### src/rtl/codbebida_enc.sv
// ---------------------------------------------------------------------------
// codbebida_enc -- drink-selection encoder (transmit side of the drink-code
// decoder).
//
// Turns the one-hot drink buttons into the 5-bit drink code {X,Y,Z,A,B}.
// Button index i maps to code i+1; code 0 means "nothing selected".
// A press must be stable for DEB_CYCLES consecutive samples before it is
// accepted. The accepted selection is held until the user confirms, cancels
// or the selection times out. A confirmed code is then handed to the
// dispenser.
//
// Optional build macro:
//   CODBEB_SYNC_EN  btn, confirm and cancel pass through 2-flop synchronizers
//                   (reset to 0) before any logic; every input-to-response
//                   latency grows by 2 cycles. busy/done are not synchronized.
//                   Leave it undefined when the inputs are already synchronous
//                   to clk.
//
// Parameters:
//   N_BTN       number of drink buttons (1..31)
//   DEB_CYCLES  consecutive identical samples needed to accept a press (>=1)
//   TIMEOUT     idle cycles in the held-selection state before auto-cancel (>=1)
//
// Ports:
//   clk          system clock, rising edge
//   rst          asynchronous reset, active-high
//   btn          drink buttons, level, one-hot when valid
//   confirm      user confirm, level
//   cancel       user cancel, level
//   busy         dispenser busy; confirm is ignored while high
//   done         dispenser finished, 1-cycle pulse
//   X,Y,Z,A,B    drink code, X is bit 4 (MSB), B is bit 0 (LSB)
//   code_valid   1-cycle pulse: the code on X..B is handed to the dispenser
//   sel_pending  a selection is held and waiting for confirm
//   multi        two or more buttons were high in the last sample
//
// Dispenser handshake: a confirm with busy low produces exactly one
// code_valid pulse; the code then stays on X..B and every user input is
// ignored until the dispenser returns a one-cycle done pulse, which blanks
// the code. busy acts as "not ready": confirm never produces code_valid while
// busy is high, and the request is simply re-evaluated on each later cycle.
//
// All outputs are registered. The FSM state is held in `state`
// (IDLE, DEBOUNCE, SELECTED, DISPATCH, WAIT_DONE).
// ---------------------------------------------------------------------------
module codbebida_enc #(
    parameter int N_BTN      = 8,
    parameter int DEB_CYCLES = 4,
    parameter int TIMEOUT    = 255
) (
    input  logic             clk,
    input  logic             rst,
    input  logic [N_BTN-1:0] btn,
    input  logic             confirm,
    input  logic             cancel,
    input  logic             busy,
    input  logic             done,
    output logic             X,
    output logic             Y,
    output logic             Z,
    output logic             A,
    output logic             B,
    output logic             code_valid,
    output logic             sel_pending,
    output logic             multi
);

    localparam int DW = $clog2(DEB_CYCLES + 1);
    localparam int TW = $clog2(TIMEOUT + 1);

    typedef enum logic [2:0] {
        S_IDLE      = 3'd0,
        S_DEBOUNCE  = 3'd1,
        S_SELECTED  = 3'd2,
        S_DISPATCH  = 3'd3,
        S_WAIT_DONE = 3'd4
    } state_t;

    // ------------------------------------------------------------------
    // Input conditioning
    // ------------------------------------------------------------------
    logic [N_BTN-1:0] s_btn;
    logic             s_confirm;
    logic             s_cancel;

`ifdef CODBEB_SYNC_EN
    logic [N_BTN-1:0] btn_meta;
    logic             confirm_meta;
    logic             cancel_meta;

    always_ff @(posedge clk or posedge rst) begin
        if (rst) begin
            btn_meta     <= '0;
            confirm_meta <= 1'b0;
            cancel_meta  <= 1'b0;
            s_btn        <= '0;
            s_confirm    <= 1'b0;
            s_cancel     <= 1'b0;
        end else begin
            btn_meta     <= btn;
            confirm_meta <= confirm;
            cancel_meta  <= cancel;
            s_btn        <= btn_meta;
            s_confirm    <= confirm_meta;
            s_cancel     <= cancel_meta;
        end
    end
`else
    assign s_btn     = btn;
    assign s_confirm = confirm;
    assign s_cancel  = cancel;
`endif

    // ------------------------------------------------------------------
    // Sample classification: how many buttons are high, and the code of
    // the (only) high button when exactly one is high. hot_code is only
    // meaningful when one_hot is set.
    // ------------------------------------------------------------------
    logic [5:0] pop;
    logic [4:0] hot_code;
    logic       one_hot;
    logic       many;

    always_comb begin
        pop      = '0;
        hot_code = '0;
        for (int i = 0; i < N_BTN; i++) begin
            if (s_btn[i]) begin
                pop      = pop + 6'd1;
                hot_code = 5'(i + 1);
            end
        end
    end

    assign one_hot = (pop == 6'd1);
    assign many    = (pop >= 6'd2);

    // ------------------------------------------------------------------
    // Control FSM with registered outputs
    // ------------------------------------------------------------------
    state_t           state;
    logic [4:0]       code_q;      // code shown on X..B
    logic [N_BTN-1:0] cand_vec;    // button pattern being debounced
    logic [4:0]       cand_code;   // code it would produce
    logic [N_BTN-1:0] sel_vec;     // button pattern of the held selection
    logic             from_sel;    // debounce started from SELECTED (fall back there)
    logic             armed;       // buttons seen all-zero since the last selection ended
    logic [DW-1:0]    deb_cnt;
    logic [TW-1:0]    tmo_cnt;

    always_ff @(posedge clk or posedge rst) begin
        if (rst) begin
            state       <= S_IDLE;
            code_q      <= '0;
            cand_vec    <= '0;
            cand_code   <= '0;
            sel_vec     <= '0;
            from_sel    <= 1'b0;
            armed       <= 1'b1;
            deb_cnt     <= '0;
            tmo_cnt     <= '0;
            code_valid  <= 1'b0;
            sel_pending <= 1'b0;
            multi       <= 1'b0;
        end else begin
            multi      <= many;
            code_valid <= 1'b0;

            case (state)
                S_IDLE: begin
                    code_q      <= '0;
                    sel_pending <= 1'b0;
                    if (s_btn == '0) begin
                        armed <= 1'b1;
                    end else if (armed && one_hot) begin
                        cand_vec  <= s_btn;
                        cand_code <= hot_code;
                        from_sel  <= 1'b0;
                        if (DEB_CYCLES <= 1) begin
                            // A single sample is already enough.
                            state       <= S_SELECTED;
                            code_q      <= hot_code;
                            sel_vec     <= s_btn;
                            sel_pending <= 1'b1;
                            tmo_cnt     <= '0;
                        end else begin
                            state   <= S_DEBOUNCE;
                            deb_cnt <= DW'(1);
                        end
                    end
                end

                S_DEBOUNCE: begin
                    // cand_vec is one-hot, so equality also rules out multi.
                    if (s_btn == cand_vec) begin
                        if (deb_cnt >= DW'(DEB_CYCLES - 1)) begin
                            state       <= S_SELECTED;
                            code_q      <= cand_code;
                            sel_vec     <= cand_vec;
                            sel_pending <= 1'b1;
                            tmo_cnt     <= '0;
                            deb_cnt     <= DW'(DEB_CYCLES);
                        end else begin
                            deb_cnt <= deb_cnt + DW'(1);
                        end
                    end else begin
                        // Candidate dropped: return to where we came from.
                        // code_q is untouched, so a held selection stays shown.
                        deb_cnt <= '0;
                        if (from_sel) begin
                            state       <= S_SELECTED;
                            sel_pending <= 1'b1;
                            tmo_cnt     <= '0;
                        end else begin
                            state <= S_IDLE;
                        end
                    end
                end

                S_SELECTED: begin
                    if (s_cancel) begin
                        state       <= S_IDLE;
                        code_q      <= '0;
                        sel_pending <= 1'b0;
                        armed       <= 1'b0;
                        tmo_cnt     <= '0;
                    end else if (s_confirm && !busy) begin
                        state       <= S_DISPATCH;
                        code_valid  <= 1'b1;
                        sel_pending <= 1'b0;
                        tmo_cnt     <= '0;
                    end else if (one_hot && (s_btn != sel_vec)) begin
                        cand_vec  <= s_btn;
                        cand_code <= hot_code;
                        from_sel  <= 1'b1;
                        tmo_cnt   <= '0;
                        if (DEB_CYCLES <= 1) begin
                            code_q  <= hot_code;
                            sel_vec <= s_btn;
                        end else begin
                            state       <= S_DEBOUNCE;
                            sel_pending <= 1'b0;
                            deb_cnt     <= DW'(1);
                        end
                    end else if (tmo_cnt >= TW'(TIMEOUT - 1)) begin
                        state       <= S_IDLE;
                        code_q      <= '0;
                        sel_pending <= 1'b0;
                        armed       <= 1'b0;
                        tmo_cnt     <= '0;
                    end else begin
                        // Busy-blocked confirm and re-press of the held
                        // button both count as inactivity.
                        tmo_cnt <= tmo_cnt + TW'(1);
                    end
                end

                S_DISPATCH: begin
                    state <= S_WAIT_DONE;
                end

                S_WAIT_DONE: begin
                    if (done) begin
                        state  <= S_IDLE;
                        code_q <= '0;
                        armed  <= 1'b0;
                    end
                end

                default: begin
                    state <= S_IDLE;
                end
            endcase
        end
    end

    assign {X, Y, Z, A, B} = code_q;

endmodule
### config.mk
export PLATFORM = sky130hd
export DESIGN_NAME = codbebida_enc
export DESIGN_NICKNAME = d
export VERILOG_FILES = /design/src/rtl/codbebida_enc.sv
export SDC_FILE = /design/constraint.sdc
export NUM_CORES = 1
export LEC_CHECK = 0
export CAP_MARGIN = 20
export CORE_AREA = 2 2 60 104
export DETAILED_ROUTE_END_ITERATION = 8
export DIE_AREA = 0 0 62 106
export PLACE_DENSITY = 0.74
export REMOVE_ABC_BUFFERS = 1
export SETUP_SLACK_MARGIN = 0.1
export SLEW_MARGIN = 20
export SYNTH_ARGS = -nofsm -noshare
export SYNTH_HDL_FRONTEND = slang
export SYNTH_SLANG_ARGS = --single-unit
export TNS_END_PERCENT = 10
### constraint.sdc
create_clock -name clk -period 2.27 [get_ports clk]
set_clock_uncertainty 0.1 [all_clocks]
set_input_delay 0.3405 -clock clk [delete_from_list [all_inputs] [get_ports clk]]
set_output_delay 0.3405 -clock clk [all_outputs]
set_load 0.005 [all_outputs]
### Yosys cells after proc, flatten, opt, wreduce, memory -nomap -nowiden

Index checks and enable logic that the tools add are counted.

* flip-flop bits (word level): 45
* word-level logic and storage cells: 149
* output and inout port bits: 8

* multiplexer cells: 84
* reductions and logical operators: 19
* add/sub/neg operators: 9
* equal/unequal tests: 22
* order comparisons: 3

Operators with widths (number)
* $mux W8: 12
* $mux W5: 19
* $add A6 B1 Y6 const B: 7
* $mux W3: 14
* $mux W6: 7
* $pmux W8 S2: 2
* $mux W1: 22
* $pmux W5 S4: 1
* $ne A2 B2 Y1 const B: 9
* $reduce_and A6 Y1: 3
* $ne A3 B3 Y1 const B: 5
* $pmux W3 S5: 1
* $pmux W5 S2: 1
* $pmux W3 S3: 1
* $add A8 B1 Y8 const B: 1
* $eq A8 B8 Y1: 1
* $ge A8 B8 Y1 const B: 1
* $logic_not A8 Y1: 1
* $ne A8 B8 Y1: 1
* $reduce_and A7 Y1: 1
* $eq A3 B2 Y1 const B: 2
* $eq A6 B1 Y1 const B: 1
* $ge A6 B2 Y1 const B: 1
* $pmux W1 S3: 2
* other kinds (16): 21

### Logic depth before layout (Yosys ltp)

Gate-level depths: netlist (run 1).

* depth in word-level cells: 21
* depth in mapped cells: 24
* mapped depth without buffers: 22

### Worst setup path after synthesis (run 1)

Ideal clock, no wire load.

* path type: input to register
* start: input port btn[0]
* end: register code_q[0]
* arrival: 5036 ps
* slack: -2991 ps
* data required time: 2045 ps
* library setup time: 125 ps
* buffers on the path: 2
* stages: 24
* path through: inv_1 -> ha_1 -> buf_2 -> xor2_1 -> ha_1 -> mux2_2 -> ha_1 -> nand2_1 -> or3b_2 -> ha_1 -> o32a_1 -> ha_1 -> nand2_1 -> nand2_1 -> ha_1 -> nor2b_1 -> nand2_1 -> a31oi_1 -> o22ai_1 -> o41ai_2 -> nand2_1 -> and3_1 -> buf_6 -> mux2_4

* cells in the longest elaborated chain, start to end: 19
* elaborated cells between the ends (all ways): 22
* those cells by class: 7 x add/sub; 5 x eq/ne; 8 x mux; 2 x reduce/logical

RTL lines
* from (decl): line 53 `input logic [N_BTN-1:0] btn,`
* $mux W1: line 128 `if (s_btn[i]) begin`
* $add A6 B1 Y6: line 129 `pop = pop + 6'd1;`
* $mux W6: line 128
* $add A6 B1 Y6: line 129
* $mux W6: line 128
* $add A6 B1 Y6: line 129
* $mux W6: line 128
* $add A6 B1 Y6: line 129
* [3 not listed]
* $add A6 B1 Y6: line 129
* $mux W6: line 128
* $add A6 B1 Y6: line 129
* $mux W6: line 128
* $eq A6 B1 Y1: line 135 `assign one_hot = (pop == 6'd1);`
* $logic_and A1 B1 Y1: line 232 `end else if (one_hot && (s_btn != sel_vec)) begin`
* $ne A3 B3 Y1 (no line)
* $reduce_and A7 Y1 (no line) *
* to (signal assigned): line 182 `code_q <= hot_code;`
* to (signal assigned): line 198 `code_q <= cand_code;`
* to (signal assigned): line 238 `code_q <= hot_code;`
* to (decl): line 142 `logic [4:0] code_q;`

Every way passes the cells marked *; elsewhere a longest branch is shown, timed or not.
A chain may end at the register's enable or synchronous reset.

### Final worst setup path (run 1)

* start: input port btn[0]
* end: register code_q[1]

The elaborated chain is that of the path after synthesis.

==> summary.md, run 1 <==
| Metric | Value |
|---|---|
| Outcome | `finished with violations` |
| Violated checks | `setup timing` |
| Min Tclk post-route | `around 4.7 ns` |
| Fillers | `387` |
| Site row count | `37` |
| Setup violators final | `40` |
| WP data required | `around 2.4 ns` |
| Core area | `5787 um^2` |
| Top_reg_cell synth | `dfrtp_1` |
| Skew-Pair Late Insertion Delay | `0.29 ns` |
| Syn Area/Cell | `9.531 um^2` |
| Total number of vias | `2,714` |
| R2R Setup Slk | `-0.26 ns` |
| # clock sinks | `42` |
| Crit-path max FO | `4` |
| WL/cell | `approximately 17 um` |
| Initial cell density of the core | `0.5040` |
| Worst Setup End Kind | `flip-flop` |
| Min-Delay Startpoint | `btn[0]` |
| Tot Pwr | `0.003194 W` |
| Root buffer cell | `clkbuf_8` |
| Layout cells sized above 1 | `0.4034` |
| RSZ-0062 raised after global routing | `yes` |
| H-tree depth | `2` |
| N_diodes | `0` |
| Max VDD drop | `0.0005819 V` |
| Die W | `62 um` |
| Slowest cell on crit path | `o41ai_2` |
| Static Leak | `between 1.5 and 2 nW` |
| GR Overflow Total | `0` |
| Hold path endpoint | `cand_vec[0]` |
| CTS tree | `yes` |
| Distinct cell type count after synthesis | `61` |
| Vias in the first global route | `roughly 2.8k` |
| Mapped Cells | `approximately 310` |
| Clock slew at the register clock pins of the worst setup and hold paths | `0.09 ns` |
| Port Buffers | `20` |
| Hold Path Stages | `3` |
| Worst Tran Pin Value | `0.5955 ns` |
| Sequential-to-total area share from yosys stat | `0.3608` |
| Kind of critical path | `input pin to flip-flop` |
| CP delay by family, top | `adder cells` |
| Max-Cap Viols | `0` |
| Critical Path Max Stage Delay | `~0.42 ns` |
| Routed wire length | `8216 um` |
| Top cells by area, synth | `dfrtp_1, ha_1, mux2_2` |
| Gpl congestion | `0.8565` |
| Crit path top cell by count | `ha_4` |
| Nets@finish | `434` |
| Worst r2r src | `cand_vec[4]` |
| DP Worst Slack | `-3.718 ns` |
| Slew headroom | `0.5927` |
| Area delta synth->final | `43.54%` |
| Fin. Hold Viols | `0` |
| Max-slew violations | `0` |
| Final HPWL DP | `5322 um` |
| Async SR Flop Fraction | `1.000` |
| Buffers & Inverters on Critical Path | `2` |
| CP cell instances | `buf_8 -> buf_6 -> ha_4 -> nor2_4 -> a21oi_2 -> ha_1 -> mux2_4 -> ha_4 -> nand2_2 -> or3b_4 -> ha_4 -> o32a_1 -> ha_4 -> nand2_4 -> nand2_4 -> ha_4 -> nor2b_4 -> a21oi_4 -> a31oi_4 -> o22ai_2 -> o41ai_2 -> nand2_1 -> and3_4 -> mux2_4` |
| Worst setup margin | `-2.472 ns` |
| First-pass GRT wire length | `around 13,000 um` |
| Mapped Area | `2917 um^2` |
| Num CTS Buffers | `5` |
| Pin count of the biggest net entering global routing | `43` |
| #FFs+latches synth | `42` |
| HP Class | `input pin to flip-flop` |
| DRT antenna net count | `0` |
| Startpoint Class | `input pin` |
| Worst EP arrival | `4.83 ns` |
| FF-to-FF End | `tmo_cnt[6]` |
| Clock tree buffer depth | `2` |
| Die ar. | `6572 um^2` |
| Power Dens Cells | `762.9 nW/um^2` |
| Yosys top cell area share | `0.3518` |
| Final core occ | `0.7235` |
| Syn. warnings | `0` |
| I/O pins | `22` |
| DRT iter0 DRCs | `117` |
| Drt via density | `5.573` |
| Fmax | `about 0.21 GHz` |
| Antenna violations before repair | `0` |
| Final Cycle Share | `2.089` |
| Post-synth EDFFs | `0` |
| Yosys top cell by area | `dfrtp_1` |
| Setup tns final | `-76.25 ns` |
| R2R depth | `10` |
| Die H | `106 um` |
| DRC errors left | `0` |
| Global Route Usage Sum | `0.2558` |
| Drt first pass iters | `4` |
## cells by family (layout without fill, tap and decap cells)
family | after synthesis | after routing | share of synthesized area
buffers and inverters | 31 | 133 | 0.04805
AOI/OAI and AO/OA | 60 | 60 | 0.1416
muxes | 27 | 27 | 0.1128
other | 1 | 1 | 0.001286
and+or+nand+nor | 107 | 108 | 0.1935
DFF | 42 | 42 | 0.3608
xor gates and xnor gates | 26 | 26 | 0.09052
adders and majority gates | 12 | 12 | 0.05148
## cells in the final DEF (no fill, tap or decap), types with 7 or more instances in the layout
master            n
mux2_2            9
nor2_1           19
nand2b_1          7
mux2_4           12
nand2_1          20
clkdlybuf4s50_1  16
a21o_1            7
a21oi_1          10
xnor2_1          12
xor2_1           11
buf_4            88
dfrtp_1          41
nand3_1           8
inv_1            11
## area by class of cell
class                   count  area, um^2  share of cell area
repair buffers            111       913.4              0.2182
clock inverters             3       18.77            0.004483
inverters                  14       60.06             0.01435
flip-flops and latches     42        1052              0.2513
well taps                  78       97.59             0.02331
multi-input cells         234        1976              0.4719
clock buffers               5       68.82             0.01644
## flip-flops by register name, indices dropped and copies added, names as in the netlist
| name | flops |
|---|---|
| armed | 1 |
| cand_code | 4 |
| cand_vec | 7 |
| code_q | 4 |
| code_valid | 1 |
| deb_cnt | 3 |
| from_sel | 1 |
| multi | 1 |
| sel_pending | 1 |
| sel_vec | 8 |
| state | 3 |
| tmo_cnt | 8 |
## cells in the mapped netlist (2+ instances only)
library cell,number
xnor2_1,12
ha_1,12
a21oi_1,13
mux2_1,10
nand3b_1,3
nor3_1,6
mux2_4,4
a21o_1,7
o21ai_0,10
nor2_1,21
buf_6,2
nand2b_1,8
buf_1,2
o211ai_1,2
o21bai_1,4
clkbuf_1,8
nand2_1,24
a211oi_1,2
xor2_1,12
buf_2,4
nor3b_1,3
inv_1,13
dfrtp_1,41
nand3_1,9
a22o_1,2
mux2_2,11
o22ai_1,3
nand4_1,5
nor4_1,6
or3_1,4
nor2b_1,2
and2_1,3
and3_1,6
a31oi_1,5
## through the flow
stage	instances	hold slack, ns	area (um^2)
after floorplan	289	0.3263	2829
after global placement	460	0.3589	3687
after detailed placement	460	0.3712	3687
after CTS	478	0.3248	4055
after global routing	487	0.3255	4187
final	487	0.3295	4187
## what timing repair did
| item | 4_1_cts | 5_1_grt |
|---|---|---|
| setup endpoints to repair | 40 | 40 |
| cloned | 0 | 1 |
| buffers inserted | 10 | 8 |
| endpoints found under the hold margin | 0 | 0 |
| gates resized for setup | 63 | 15 |
| hold buffers | 0 | 0 |
| pin swaps | 25 | 11 |
## worst reg2reg max path, delay by kind of cell (launching register included)
kind            cells  cell delay, ns
compound gates      3            0.54
xor+xnor            1            0.17
buf+inv             1            0.19
flops               1            0.41
simple gates        5            1.07
## worst max-delay path by stage
stage | from | end | slack, ns | depth (start not counted)
after floorplan | btn[0] | code_q[0] | -2.92 | 22
after global routing | btn[0] | code_q[2] | -2.62 | 24
after detailed placement | btn[1] | code_q[0] | -3.72 | 23
final | btn[0] | code_q[1] | -2.47 | 24
after CTS | btn[1] | code_q[3] | -2.30 | 23
after global placement | btn[0] | cand_code[1] | -3.51 | 23
## report_power, final
part | internal, W | switching (W) | total [W]
clock | 0.000217 | 0.000267 | 0.000483
sequential | 0.000902 | 0.000115 | 0.00102
combinational | 0.000954 | 0.000739 | 0.00169
total | 0.00207 | 0.00112 | 0.00319
## routing by layer
metal,GRT usage,up-vias,wire [um]
met5,0,-,0
met4,0.1353,0,350
li1,-,1294,-
met3,0.04501,33,331
met1,0.2790,1302,2977
met2,0.4420,85,4556
No activity file was read; power rests on OpenSTA's default activity.
==> inputs of run 2 (changes only) <==
--- a/config.mk
+++ b/config.mk
@@ -5,6 +5,7 @@
 export SDC_FILE = /design/constraint.sdc
 export NUM_CORES = 1
 export LEC_CHECK = 0
+export ABC_AREA = 0
 export CAP_MARGIN = 20
 export CORE_AREA = 2 2 60 104
 export DETAILED_ROUTE_END_ITERATION = 8
==> results of run 2 <==
Final layout, timing and power as in run 1 (identical DEF).
